<file path="src/rtl/photon_pkg.sv">
// Shared types and constants for the photon trigger scheduler.
// The optional conversion timeout is enabled with PHOTON_TRIG_SCHED_TIMEOUT_EN.
package photon_pkg;

    // drop_cnt width; the counter saturates at all-ones
    localparam int DROP_W = 8;
    localparam logic [DROP_W-1:0] DROP_MAX = '1;

    // Scheduler FSM states
    typedef enum logic [1:0] {
        ST_IDLE,
        ST_GRANT,
        ST_CONVERT,
        ST_DEAD
    } state_t;

    // Saturating add of a per-cycle drop count (at most 8 simultaneous drops)
    function automatic logic [DROP_W-1:0] sat_add(input logic [DROP_W-1:0] acc,
                                                  input logic [3:0]        inc);
        logic [DROP_W:0] sum;
        sum = {1'b0, acc} + {{(DROP_W-3){1'b0}}, inc};
        return sum[DROP_W] ? DROP_MAX : sum[DROP_W-1:0];
    endfunction

endpackage

</file>
<file path="src/rtl/photon_trig_sched_rr_pick.sv">
// Combinational round-robin picker: first pending channel after 'last'.
// Search order is last+1, last+2, ... wrapping modulo NCH, ending at last.
module rr_pick #(
    parameter  int NCH = 4,
    localparam int CW  = $clog2(NCH)
) (
    input  logic [NCH-1:0] pending,
    input  logic [CW-1:0]  last,
    output logic [CW-1:0]  grant,
    output logic           valid
);

    logic [CW:0] idx;

    // Scan farthest to nearest so the nearest pending channel is written last
    always_comb begin
        // NOTE: every output gets a default before the loop so no path leaves it unassigned (no latch).
        grant = '0;
        valid = 1'b0;
        idx   = '0;
        for (int off = NCH; off >= 1; off--) begin
            idx = {1'b0, last} + (CW+1)'(off);
            if (idx >= (CW+1)'(NCH))
                idx = idx - (CW+1)'(NCH);
            if (pending[idx[CW-1:0]]) begin
                grant = idx[CW-1:0];
                valid = 1'b1;
            end
        end
    end

endmodule

</file>
<file path="src/rtl/photon_trig_sched.sv">
// Photon trigger scheduler: synchronises per-channel trigger pulses, queues
// them as pending requests and serialises them onto one shared ADC, then
// holds the channel's integrator in reset for DEAD_CYC cycles.
// Define PHOTON_TRIG_SCHED_TIMEOUT_EN to abort conversions after TMO_CYC cycles.
module photon_trig_sched
    import photon_pkg::*;
#(
    parameter  int NCH      = 4,
    parameter  int DEAD_CYC = 8,
    parameter  int TMO_CYC  = 64,
    localparam int CW       = $clog2(NCH)
) (
    input  logic              clk,
    input  logic              rst_n,
    input  logic [NCH-1:0]    trig_in,
    output logic              conv_start,
    output logic [CW-1:0]     conv_ch,
    input  logic              conv_done,
    output logic [NCH-1:0]    int_rst,
    output logic              busy,
    output logic [DROP_W-1:0] drop_cnt,
    output logic              tmo_err
);

    state_t         state;
    logic [NCH-1:0] sync1, sync2, sync3;
    logic [NCH-1:0] trig_edge;
    logic [NCH-1:0] pending;
    logic [NCH-1:0] active_mask;
    logic [NCH-1:0] drop_mask;
    logic [NCH-1:0] grant_mask;
    logic [CW-1:0]  last_grant;
    logic [CW-1:0]  pick_ch;
    logic           pick_valid;
    logic           grant_fire;
    logic [7:0]     dead_cnt;
`ifdef PHOTON_TRIG_SCHED_TIMEOUT_EN
    localparam int TW = $clog2(TMO_CYC + 1);
    logic [TW-1:0]  tmo_cnt;
`endif

    // Two-flop synchroniser plus a third flop for rising-edge detection
    always_ff @(posedge clk or negedge rst_n) begin
        // NOTE: sequential state uses non-blocking assignments so all flops update together.
        if (!rst_n) begin
            sync1 <= '0;
            sync2 <= '0;
            sync3 <= '0;
        end else begin
            sync1 <= trig_in;
            sync2 <= sync1;
            sync3 <= sync2;
        end
    end

    assign trig_edge = sync2 & ~sync3;

    // Channel currently owning the ADC or integrator reset cannot re-queue
    assign active_mask = (state == ST_CONVERT || state == ST_DEAD) ?
                         (NCH'(1) << conv_ch) : '0;
    assign drop_mask   = trig_edge & (pending | active_mask);
    assign grant_fire  = (state == ST_IDLE) && pick_valid;
    assign grant_mask  = grant_fire ? (NCH'(1) << pick_ch) : '0;

    rr_pick #(.NCH(NCH)) u_rr_pick (
        .pending (pending),
        .last    (last_grant),
        .grant   (pick_ch),
        .valid   (pick_valid)
    );

    // Pending request set/clear and saturating drop counter
    always_ff @(posedge clk or negedge rst_n) begin
        if (!rst_n) begin
            pending  <= '0;
            drop_cnt <= '0;
        end else begin
            pending  <= (pending & ~grant_mask) | (trig_edge & ~drop_mask);
            drop_cnt <= sat_add(drop_cnt, 4'($countones(drop_mask)));
        end
    end

    // Scheduler FSM with registered outputs
    always_ff @(posedge clk or negedge rst_n) begin
        if (!rst_n) begin
            state      <= ST_IDLE;
            last_grant <= CW'(NCH - 1);
            conv_start <= 1'b0;
            conv_ch    <= '0;
            int_rst    <= '0;
            busy       <= 1'b0;
            dead_cnt   <= '0;
`ifdef PHOTON_TRIG_SCHED_TIMEOUT_EN
            tmo_cnt    <= '0;
            tmo_err    <= 1'b0;
`endif
        end else begin
            case (state)
                ST_IDLE: begin
                    if (pick_valid) begin
                        state      <= ST_GRANT;
                        conv_start <= 1'b1;
                        conv_ch    <= pick_ch;
                        last_grant <= pick_ch;
                        busy       <= 1'b1;
                    end
                end
                ST_GRANT: begin
                    conv_start <= 1'b0;
                    state      <= ST_CONVERT;
`ifdef PHOTON_TRIG_SCHED_TIMEOUT_EN
                    tmo_cnt    <= '0;
`endif
                end
                ST_CONVERT: begin
                    if (conv_done) begin
                        state    <= ST_DEAD;
                        int_rst  <= NCH'(1) << conv_ch;
                        dead_cnt <= 8'(DEAD_CYC - 1);
                    end
`ifdef PHOTON_TRIG_SCHED_TIMEOUT_EN
                    else if (tmo_cnt == TW'(TMO_CYC - 1)) begin
                        state    <= ST_DEAD;
                        int_rst  <= NCH'(1) << conv_ch;
                        dead_cnt <= 8'(DEAD_CYC - 1);
                        tmo_err  <= 1'b1;
                    end else begin
                        tmo_cnt  <= tmo_cnt + 1'b1;
                    end
`endif
                end
                ST_DEAD: begin
                    if (dead_cnt == '0) begin
                        state   <= ST_IDLE;
                        int_rst <= '0;
                        busy    <= 1'b0;
                    end else begin
                        dead_cnt <= dead_cnt - 1'b1;
                    end
                end
                default: state <= ST_IDLE;
            endcase
        end
    end

`ifndef PHOTON_TRIG_SCHED_TIMEOUT_EN
    assign tmo_err = 1'b0;
`endif

endmodule

</file>
<file path="config.mk">
export PLATFORM = sky130hd
export DESIGN_NAME = photon_trig_sched
export DESIGN_NICKNAME = d
export VERILOG_FILES = /design/src/rtl/photon_pkg.sv /design/src/rtl/photon_trig_sched_rr_pick.sv /design/src/rtl/photon_trig_sched.sv
export SDC_FILE = /design/constraint.sdc
export NUM_CORES = 1
export LEC_CHECK = 0
export ABC_AREA = 1
export BUFFER_PORTS_ARGS = -buffer_cell sky130_fd_sc_hd__buf_2
export CORE_UTILIZATION = 48
export CTS_CLUSTER_SIZE = 12
export DETAILED_ROUTE_END_ITERATION = 10
export GPL_TIMING_DRIVEN = 0
export PLACE_DENSITY = 0.64
export SKIP_LAST_GASP = 1
export SLEW_MARGIN = 5
export SYNTH_ARGS = -nofsm -noshare
export SYNTH_HDL_FRONTEND = slang
export SYNTH_SLANG_ARGS = --single-unit
</file>
<file path="constraint.sdc">
create_clock -name clk -period 3.3 [get_ports clk]
set_input_delay 0.165 -clock clk [delete_from_list [all_inputs] [get_ports clk]]
set_output_delay 0.165 -clock clk [all_outputs]
set_load 0.05 [all_outputs]
</file>
==> flow_summary.toml, run 1 <==
[global_routing]
grt_pass1_wl_mm = 7.203
overflow = 0
track_usage_pct = 19.20
antenna_found_initial = 0
grt_pass1_vias = 1663
grt_max_degree = 45

[yosys]
ys_seq_elements = 44
yosysWarnings = 0
avgSynthCellArea_um2 = 8.337
netlist_instances = 270
netlist_area_um2 = 2251
synth_nets = 288
synth_cell_types = 26
seq_area_frac_synth_pct = 49.03

[drt]
drt-total-wl_mm = 4.270
detail_route.wl_per_cell_um = 11.93
drt_iter0_markers = 122
vias = 1770
vias_per_cell = 4.944
drtAntennaViolNets = 0
drt-pass1-iter-count = 4
drcViolationCount = 0

[critical_path]
startpoint_type = "flop"
cp_max_fo = 8
end_kind = "flop"
crit_required_ps = 3460
criticalPathCategory = "flop to flop"
worstPathArrival_ps = 3260

[power]
pwr_density_cell_nw_per_um2 = 1039
power_mw = 2.706
p_leak_nw = 1.373
switching_share_pct = 50.91
p_seq_share_pct = 31.3
power.internal_mw = 1.328
p_sw_mw = 1.378
vdd_ir_drop_max_mv = 0.5577
clkPwrFrac_pct = 12.5
p_comb_share_pct = 56.2

[placement]
dp_hpwl_mm = 3.081
finalWeightedCongestion = 0.7832
port_buffers = 22
placed_cells = 344
place_worst_setup_slack_ps = -156.3

[sta]
finalHoldViolCount = 0
setup-violations-final = 0
slew_viol_final = 0
period_share_pct = 94.04
worst_hold_slack_ps = 32.22
tns_ps = 0
slew_headroom_pct = 35.72
fin_ws_ps = 196.7
period_needed_ps = 3103
timing.fmax_mhz = 322.2
finClkSkew_ps = 7.156
worst_slew_pin_slew_ps = 964.1

[clock_network]
cts.clk_slew.worst_paths_ps = 80
htree_num_levels = 2
cts_root_buf = "clkbuf_8"
clk_latency_ps = 290
cts.sinks = 44
numCtsBuffers = 5
clockBufferDepth = 2
cts_tree = "done"

[final_layout]
fill_cells = 406
area_growth_pct = 15.73
final_common_cell = "nand2_1"
mostFrequentLayoutCells = "nand2_1 (58), inv_1 (41), dfrtp_1 (41), nand3_1 (23), o21ai_0 (23)"
antenna_cells = 0
nNetsFinal = 323
drive_above_1_share_pct = 19.28
final_cells = 358

[floorplan]
fp.dieW_um = 70.48
row_count = 24
dieArea_um2 = 4967
num_io_pins = 24
dieHeight_um = 70.48
initial_core_util_pct = 50.65
core_um2 = 4444

[job]
drv_cap = 0

[run_status]
status = "complete, no violations"

[min_path]
worstHoldPathType = "primary input to async pin"
power groups by stage:
stage	registers [mW]	logic [mW]	clock network [mW]
3_5_place_dp	0.845	1.47	0
3_3_place_gp	0.844	1.45	0
5_1_grt	0.871	1.73	0.373
6_report	0.847	1.52	0.337
4_1_cts	0.837	1.49	0.354
2_1_floorplan	1.11	0.883	0
cells by family after synthesis:
family / share of synthesized area [%]
xor gates and xnor gates: 1.556
buffers and inverters: 8.505
adders and majority gates: 7.115
AOI/OAI and AO/OA: 7.727
DFF: 49.03
and+or+nand+nor: 25.90
other: 0.1666
synth_stat cells:
| cell type | n | share of area, % |
|---|---|---|
| inv_2 | 2 | 0.33 |
| a31oi_1 | 1 | 0.28 |
| xor2_1 | 4 | 1.6 |
| nand3_2 | 1 | 0.44 |
| nor2_1 | 18 | 3.0 |
| clkinv_1 | 2 | 0.33 |
| nand2_2 | 10 | 2.8 |
| fa_1 | 3 | 2.7 |
| nand3_1 | 25 | 5.6 |
| buf_6 | 1 | 0.50 |
| dfrtp_1 | 42 | 47 |
| a21o_1 | 1 | 0.33 |
| inv_1 | 42 | 7.0 |
| dfstp_2 | 2 | 2.3 |
| nand3b_1 | 1 | 0.33 |
| ha_1 | 8 | 4.4 |
| buf_4 | 1 | 0.33 |
| nand2_1 | 59 | 9.8 |
| a21oi_1 | 4 | 0.89 |
| o21ai_1 | 2 | 0.44 |
| nor3_1 | 4 | 0.89 |
| o31ai_1 | 2 | 0.67 |
| nand4_1 | 8 | 2.2 |
| nor2_2 | 3 | 0.83 |
| conb_1 | 1 | 0.17 |
| o21ai_0 | 23 | 5.1 |
metrics by stage:
stage / cell area [um2] / util [%]
2_1_floorplan: 2251 / -
3_3_place_gp: 2426 / 54.59
3_5_place_dp: 2426 / 54.59
4_1_cts: 2569 / 57.80
5_1_grt: 2605 / 58.61
6_report: 2605 / 58.61
final cells by class:
| type | instances | area [um2] | share of cell area (%) |
|---|---|---|---|
| plain buffers | 2 | 18.77 | 0.7205 |
| multi-input cells | 178 | 988.4 | 37.94 |
| clock buffers | 8 | 90.09 | 3.458 |
| flip-flops and latches | 44 | 1105 | 42.41 |
| repair buffers | 28 | 165.2 | 6.340 |
| inverters | 46 | 172.7 | 6.628 |
| well taps | 52 | 65.06 | 2.498 |
timing repair:
action / CTS / global route
buffers inserted: 0 / 2
endpoints found under the setup margin: 6 / 8
resized for setup: 3 / 7
hold buffers: 4 / 0
endpoints found under the hold margin: 4 / 0
pin swaps: 0 / 1
gates cloned: 0 / 0
per-layer routing:
metal | routed length, um | vias up | track usage (%)
met5 | 0 | - | 0
li1 | - | 928 | -
met3 | 123 | 2 | 5.483
met1 | 2190 | 818 | 25.10
met4 | 38 | 0 | 8.844
met2 | 1917 | 22 | 29.56
final timing paths:
kind                       startpoint     endpoint  slack (ps)  cells after the start
max                          state[0]  drop_cnt[2]         200                     15
min                             rst_n   pending[2]          30                      1
max reg2reg                  state[0]  drop_cnt[2]         200                     15
min reg2reg                  sync1[0]     sync2[0]         350                      0
max in group asynchronous       rst_n     state[0]        2620                      1
min in group clk             sync1[0]     sync2[0]         350                      0
worst max-delay path: stages, from the launching register on:
cell and delay (ps):
dfrtp_2 450, inv_2 80, ha_2 200, nor2_2 80
inv_1 90, nand3_2 120, nand2_1 90, nand3_1 100
fa_1 510, inv_1 60, fa_2 400, fa_2 360
nand2_2 110, nor3_1 80, nand3_2 130, o21ai_0 110
state kept, by name, summed over array words and instances, names as in the netlist:
name        flops
conv_start      1
dead_cnt        8
drop_cnt        8
pending         4
sync2           4
busy            1
sync1           4
last_grant      2
sync3           4
state           2
conv_ch         2
int_rst         4
Note: power is estimated with default switching activity, not from simulation.
==> inputs of run 2 (changes only) <==
--- a/config.mk
+++ b/config.mk
@@ -7,11 +7,11 @@
 export LEC_CHECK = 0
 export ABC_AREA = 1
 export BUFFER_PORTS_ARGS = -buffer_cell sky130_fd_sc_hd__buf_2
-export CORE_UTILIZATION = 48
+export CORE_UTILIZATION = 29
 export CTS_CLUSTER_SIZE = 12
 export DETAILED_ROUTE_END_ITERATION = 10
 export GPL_TIMING_DRIVEN = 0
-export PLACE_DENSITY = 0.64
+export PLACE_DENSITY = 0.42
 export SKIP_LAST_GASP = 1
 export SLEW_MARGIN = 5
 export SYNTH_ARGS = -nofsm -noshare
==> flow_summary.toml, run 2 (same netlist as run 1, synthesis figures left out) <==
[sta]
slew_headroom_pct = 32.83
timing.fmax_mhz = 330.3
fin_ws_ps = 272.5
period_share_pct = 91.74
worst_hold_slack_ps = 33.46
finClkSkew_ps = 7.162
setup-violations-final = 0
slew_viol_final = 0
period_needed_ps = 3027
rsz0062_at_grt = "false"
finalHoldViolCount = 0
worst_slew_pin_slew_ps = 1008

[final_layout]
antenna_cells = 0
fin_area_um2 = 2690
regArea_um2 = 1105
final_cells = 403
final_common_cell = "nand2_1"
drive_above_1_share_pct = 19.74
area_growth_pct = 19.51
final_util_pct = 36.50
nNetsFinal = 321
fill_cells = 790
multi_input_area_um2 = 1008
mostFrequentLayoutCells = "nand2_1 (58), inv_1 (41), dfrtp_1 (41), o21ai_0 (23)"
largestRegisters = "dead_cnt: 8 flops, drop_cnt: 8 flops"

[drt]
vias_per_cell = 4.337
drtAntennaViolNets = 0
drcViolationCount = 0
vias = 1748
drt-total-wl_mm = 4.489
detail_route.wl_per_cell_um = 11.14
drt_iter0_markers = 75
drt-pass1-iter-count = 4

[critical_path]
startpoint_type = "flop"
cp_max_fo = 8
worstPathArrival_ps = 3200
criticalPathCategory = "flop to flop"
crit_required_ps = 3480
r2r_start = "state[0]"
end_kind = "flop"
setup.worst_path.start = "state[0]"

[floorplan]
dieHeight_um = 90.10
fp.dieW_um = 90.10
row_count = 31
num_io_pins = 24
initial_core_util_pct = 30.54
core_um2 = 7370
dieArea_um2 = 8118

[clock_network]
numCtsBuffers = 5
clockBufferDepth = 2
cts_setup_buffers = 0
clk_latency_ps = 290
cts.clk_slew.worst_paths_ps = 90
cts.sinks = 44
cts_root_buf = "clkbuf_8"
htree_num_levels = 2
cts_tree = "done"

[power]
vdd_ir_drop_max_mv = 0.2555
pwr_density_cell_nw_per_um2 = 1035
p_leak_nw = 1.376

[min_path]
worstHoldPathType = "primary input to async pin"

[run_status]
status = "complete, no violations"

[placement]
place_worst_setup_slack_ps = -158.8
finalWeightedCongestion = 0.7954
placed_cells = 391
placed_area_um2 = 2485
dp_hpwl_mm = 3.235
port_buffers = 22

[global_routing]
grt_pass1_wl_mm = 7.734
grt_pass1_vias = 1697
grt_max_degree = 45
overflow = 0
antenna_found_initial = 0
track_usage_pct = 11.73

[job]
drv_cap = 0
-- run 2: per-stage QoR --
step / power [mW] / TNS (ps)
after global routing: 3.050 / 0
final: 2.784 / 0
after floorplan: 1.988 / 0
after detailed placement: 2.334 / -797.4
after global placement: 2.337 / -926.0
after CTS: 2.777 / 0
-- run 2: final cells by class --
type                    count  area share (%)
flip-flops and latches     44           41.07
clock inverters             3           1.581
well taps                  99           4.605
plain buffers               2          0.6977
repair buffers             26           5.581
inverters                  46           6.419
multi-input cells         178           37.49
clock buffers               5           2.558
-- run 2: timing repair --
item | CTS | global route
hold buffers | 4 | 0
setup endpoints to repair | 6 | 8
pin swaps | 0 | 1
hold endpoints to repair | 4 | 0
resized for setup | 3 | 10
-- run 2: worst max-delay path, stage by stage, from the launching register on --
cell and delay, ps:
dfrtp_2 460, inv_2 110, ha_4 170, nor2_4 60, inv_1 90, nand3_2 100, nand2_1 80, nand3_1 90
fa_1 510, inv_1 60, fa_2 400, fa_2 360, nand2_2 110, nor3_1 80, nand3_2 130, o21ai_0 100
-- run 2: report_power, final --
part / switching, mW / internal (mW) / leakage, nW / total [mW]
clock network: 0.187 / 0.224 / 0.0541 / 0.411
registers: 0.137 / 0.714 / 0.528 / 0.851
logic: 1.08 / 0.440 / 0.795 / 1.52
total: 1.40 / 1.38 / 1.38 / 2.78
-- run 2: final timing paths --
path	endpoint	slack [ps]	depth (start not counted)
worst max-delay path	drop_cnt[2]	270	15
worst min-delay path	dead_cnt[1]	30	1
worst max register to register	drop_cnt[2]	270	15
worst min register to register	sync2[1]	350	0
max in group asynchronous	state[0]	2580	1
min in group clk	sync2[1]	350	0
-- run 2: routing by layer --
metal | GRT usage [%] | share of wire [%] | up-vias
met4 | 3.629 | 1.1 | 0
met3 | 2.961 | 2.4 | 4
li1 | - | - | 919
met5 | 0 | 0 | -
met1 | 16.04 | 52 | 807
met2 | 18.19 | 45 | 18
==> inputs of run 3 (changes only) <==
--- a/config.mk
+++ b/config.mk
@@ -16,4 +16,5 @@
 export SLEW_MARGIN = 5
 export SYNTH_ARGS = -nofsm -noshare
 export SYNTH_HDL_FRONTEND = slang
+export SYNTH_HIERARCHICAL = 1
 export SYNTH_SLANG_ARGS = --single-unit
==> flow_summary.toml, run 3 <==
[drt]
vias = 1825
drcViolationCount = 0
drt-pass1-iter-count = 4
drt_iter0_markers = 93
vias_per_cell = 4.314
drt-total-wl_mm = 4.709
detail_route.wl_per_cell_um = 11.13
drtAntennaViolNets = 0

[power]
p_leak_nw = 1.441
pwr_density_cell_nw_per_um2 = 1076
vdd_ir_drop_max_mv = 0.2924

[global_routing]
overflow = 0
grt_pass1_vias = 1822
track_usage_pct = 12.43
grt_max_degree = 45
antenna_found_initial = 0
grt_pass1_wl_mm = 8.452

[placement]
finalWeightedCongestion = 0.7867
dp_hpwl_mm = 3.492
port_buffers = 22
place_worst_setup_slack_ps = -41.83

[clock_network]
cts_root_buf = "clkbuf_8"
numCtsBuffers = 5
htree_num_levels = 2
cts.clk_slew.worst_paths_ps = 90
cts_setup_buffers = 0
clk_latency_ps = 290
cts.sinks = 44
clockBufferDepth = 2
cts_tree = "done"

[yosys]
netlist.area_leader.share_pct = 43.80
synth_cell_types = 35
synth_nets = 304
yosysWarnings = 6
seq_area_frac_synth_pct = 45.99
synth.most_common_cell = "nand2_1"
yosys.area.top_type = "dfrtp_1"
ys_seq_elements = 44
async_reset_ff_share_pct = 100.0
synth_common_cells = "nand2_1 (89), dfrtp_1 (42), inv_1 (40), nand3_1 (20)"
avgSynthCellArea_um2 = 8.362
netlist_instances = 287
synth_edf_count = 0
netlist_area_um2 = 2400
synth_top_flop_cell = "dfrtp_1"
synthTopCellsByArea = "dfrtp_1 (44%), nand2_1 (14%), inv_1 (6.3%)"

[critical_path]
slowest_delay_ps = 490
cp_top_family = "adder cells"
cp_max_fo = 9
cp_cell_sequence = "ha_1 -> buf_6 -> nor2_4 -> o21bai_1 -> nand3_1 -> fa_1 -> inv_1 -> fa_1 -> fa_2 -> nand2_2 -> inv_1 -> nand3_4 -> o21ai_0"
crit_required_ps = 3480
critPathBufInv = 3
slowest_stage = "fa_1"
end_kind = "flop"
criticalPathCategory = "flop to flop"
startpoint_type = "flop"
worstPathArrival_ps = 3230

[sta]
timing.fmax_mhz = 327.9
slew_viol_final = 0
fin_ws_ps = 250.7
period_share_pct = 92.40
period_needed_ps = 3049
worst_hold_slack_ps = 27.55
setup-violations-final = 0
slew_headroom_pct = 33.34
worst_slew_pin_slew_ps = 999.9
finalHoldViolCount = 0
finClkSkew_ps = 5.119
rsz0062_at_grt = "false"

[final_layout]
antenna_cells = 0
area_growth_pct = 17.47
drive_above_1_share_pct = 20.87
largestRegisters = "dead_cnt: 8 flops, drop_cnt: 8 flops"
mostFrequentLayoutCells = "nand2_1 (88), dfrtp_1 (42), inv_1 (40), buf_2 (22), nand3_1 (19)"
nNetsFinal = 337
final_common_cell = "nand2_1"

[floorplan]
core_um2 = 7848
row_count = 32
dieHeight_um = 92.97
num_io_pins = 24
dieArea_um2 = 8643
initial_core_util_pct = 30.58
fp.dieW_um = 92.97

[run_status]
status = "complete, no violations"

[min_path]
worstHoldPathType = "primary input to async pin"

[job]
drv_cap = 0
[run 3: cell count changes in the layout (fill, tap and decap cells not counted), moves of 4 or more]
cell / before / now
o21ai_2: 0 / 4
nand4_1: 8 / 3
nand2_1: 58 / 88
o21ai_0: 23 / 15
o21ai_1: 2 / 7
nor2_4: 1 / 5
[run 3: what timing repair did]
| item | in CTS | in global routing |
|---|---|---|
| endpoints found under the hold margin | 4 | 0 |
| setup endpoints to repair | 5 | 8 |
| resized for setup | 1 | 5 |
| hold buffers | 4 | 0 |
[run 3: final cells by class]
type / count / area [um2]
buffer: 3 / 30.03
clock buffer: 5 / 68.82
clock inverter: 3 / 47.55
fill: 864 / 5029
inverter: 43 / 171.4
multi-input combinational: 197 / 1120
sequential: 44 / 1104
tap: 102 / 127.6
timing repair buffer: 26 / 150.1
[run 3: worst paths after layout]
check,to,slack (ps),start,cells after the start
max,drop_cnt[2],250,state[1],13
min,dead_cnt[6],30,rst_n,1
max reg2reg,drop_cnt[2],250,state[1],13
min reg2reg,sync2[0],350,sync1[0],0
max in group asynchronous,int_rst[1],2640,rst_n,1
min in group clk,state[1],300,conv_done,5
[run 3: cell families (layout without fill, tap and decap cells)]
group           count (synthesis)  count (layout)  synth area share, %
compound gates                 33              33                8.498
other cells                     1               1               0.1563
flops                          44              44                45.99
simple gates                  151             151                30.24
buf+inv                        46              80                8.237
xor+xnor                        2               2               0.7301
fa+ha+maj                      10              10                6.152
[run 3: layer usage]
metal | up-vias | global-route usage, % | part of all wire (%)
met5 | - | 0 | 0
met4 | 0 | 4.103 | 1.3
met3 | 4 | 2.764 | 2.5
met2 | 18 | 21.02 | 48
met1 | 843 | 15.68 | 48
li1 | 960 | - | -
[run 3: power breakdown]
part           leakage (nW)  internal (mW)  switching, mW  total [mW]
Sequential            0.531          0.728          0.158       0.887
Combinational         0.851          0.545           1.17        1.72
Clock                0.0583          0.228          0.198       0.426
Total                  1.44           1.50           1.53        3.03
[run 3: through the flow]
stage          std cells  cell area [um2]  util, %  power [mW]  setup TNS, ps
2_1_floorplan        287             2400        -       2.247              0
3_3_place_gp         411             2638    33.61       2.616         -116.0
3_5_place_dp         411             2638    33.61       2.621         -88.37
4_1_cts              423             2799    35.67       3.070              0
5_1_grt              423             2819    35.92       3.350              0
6_report             423             2819    35.92       3.032              0
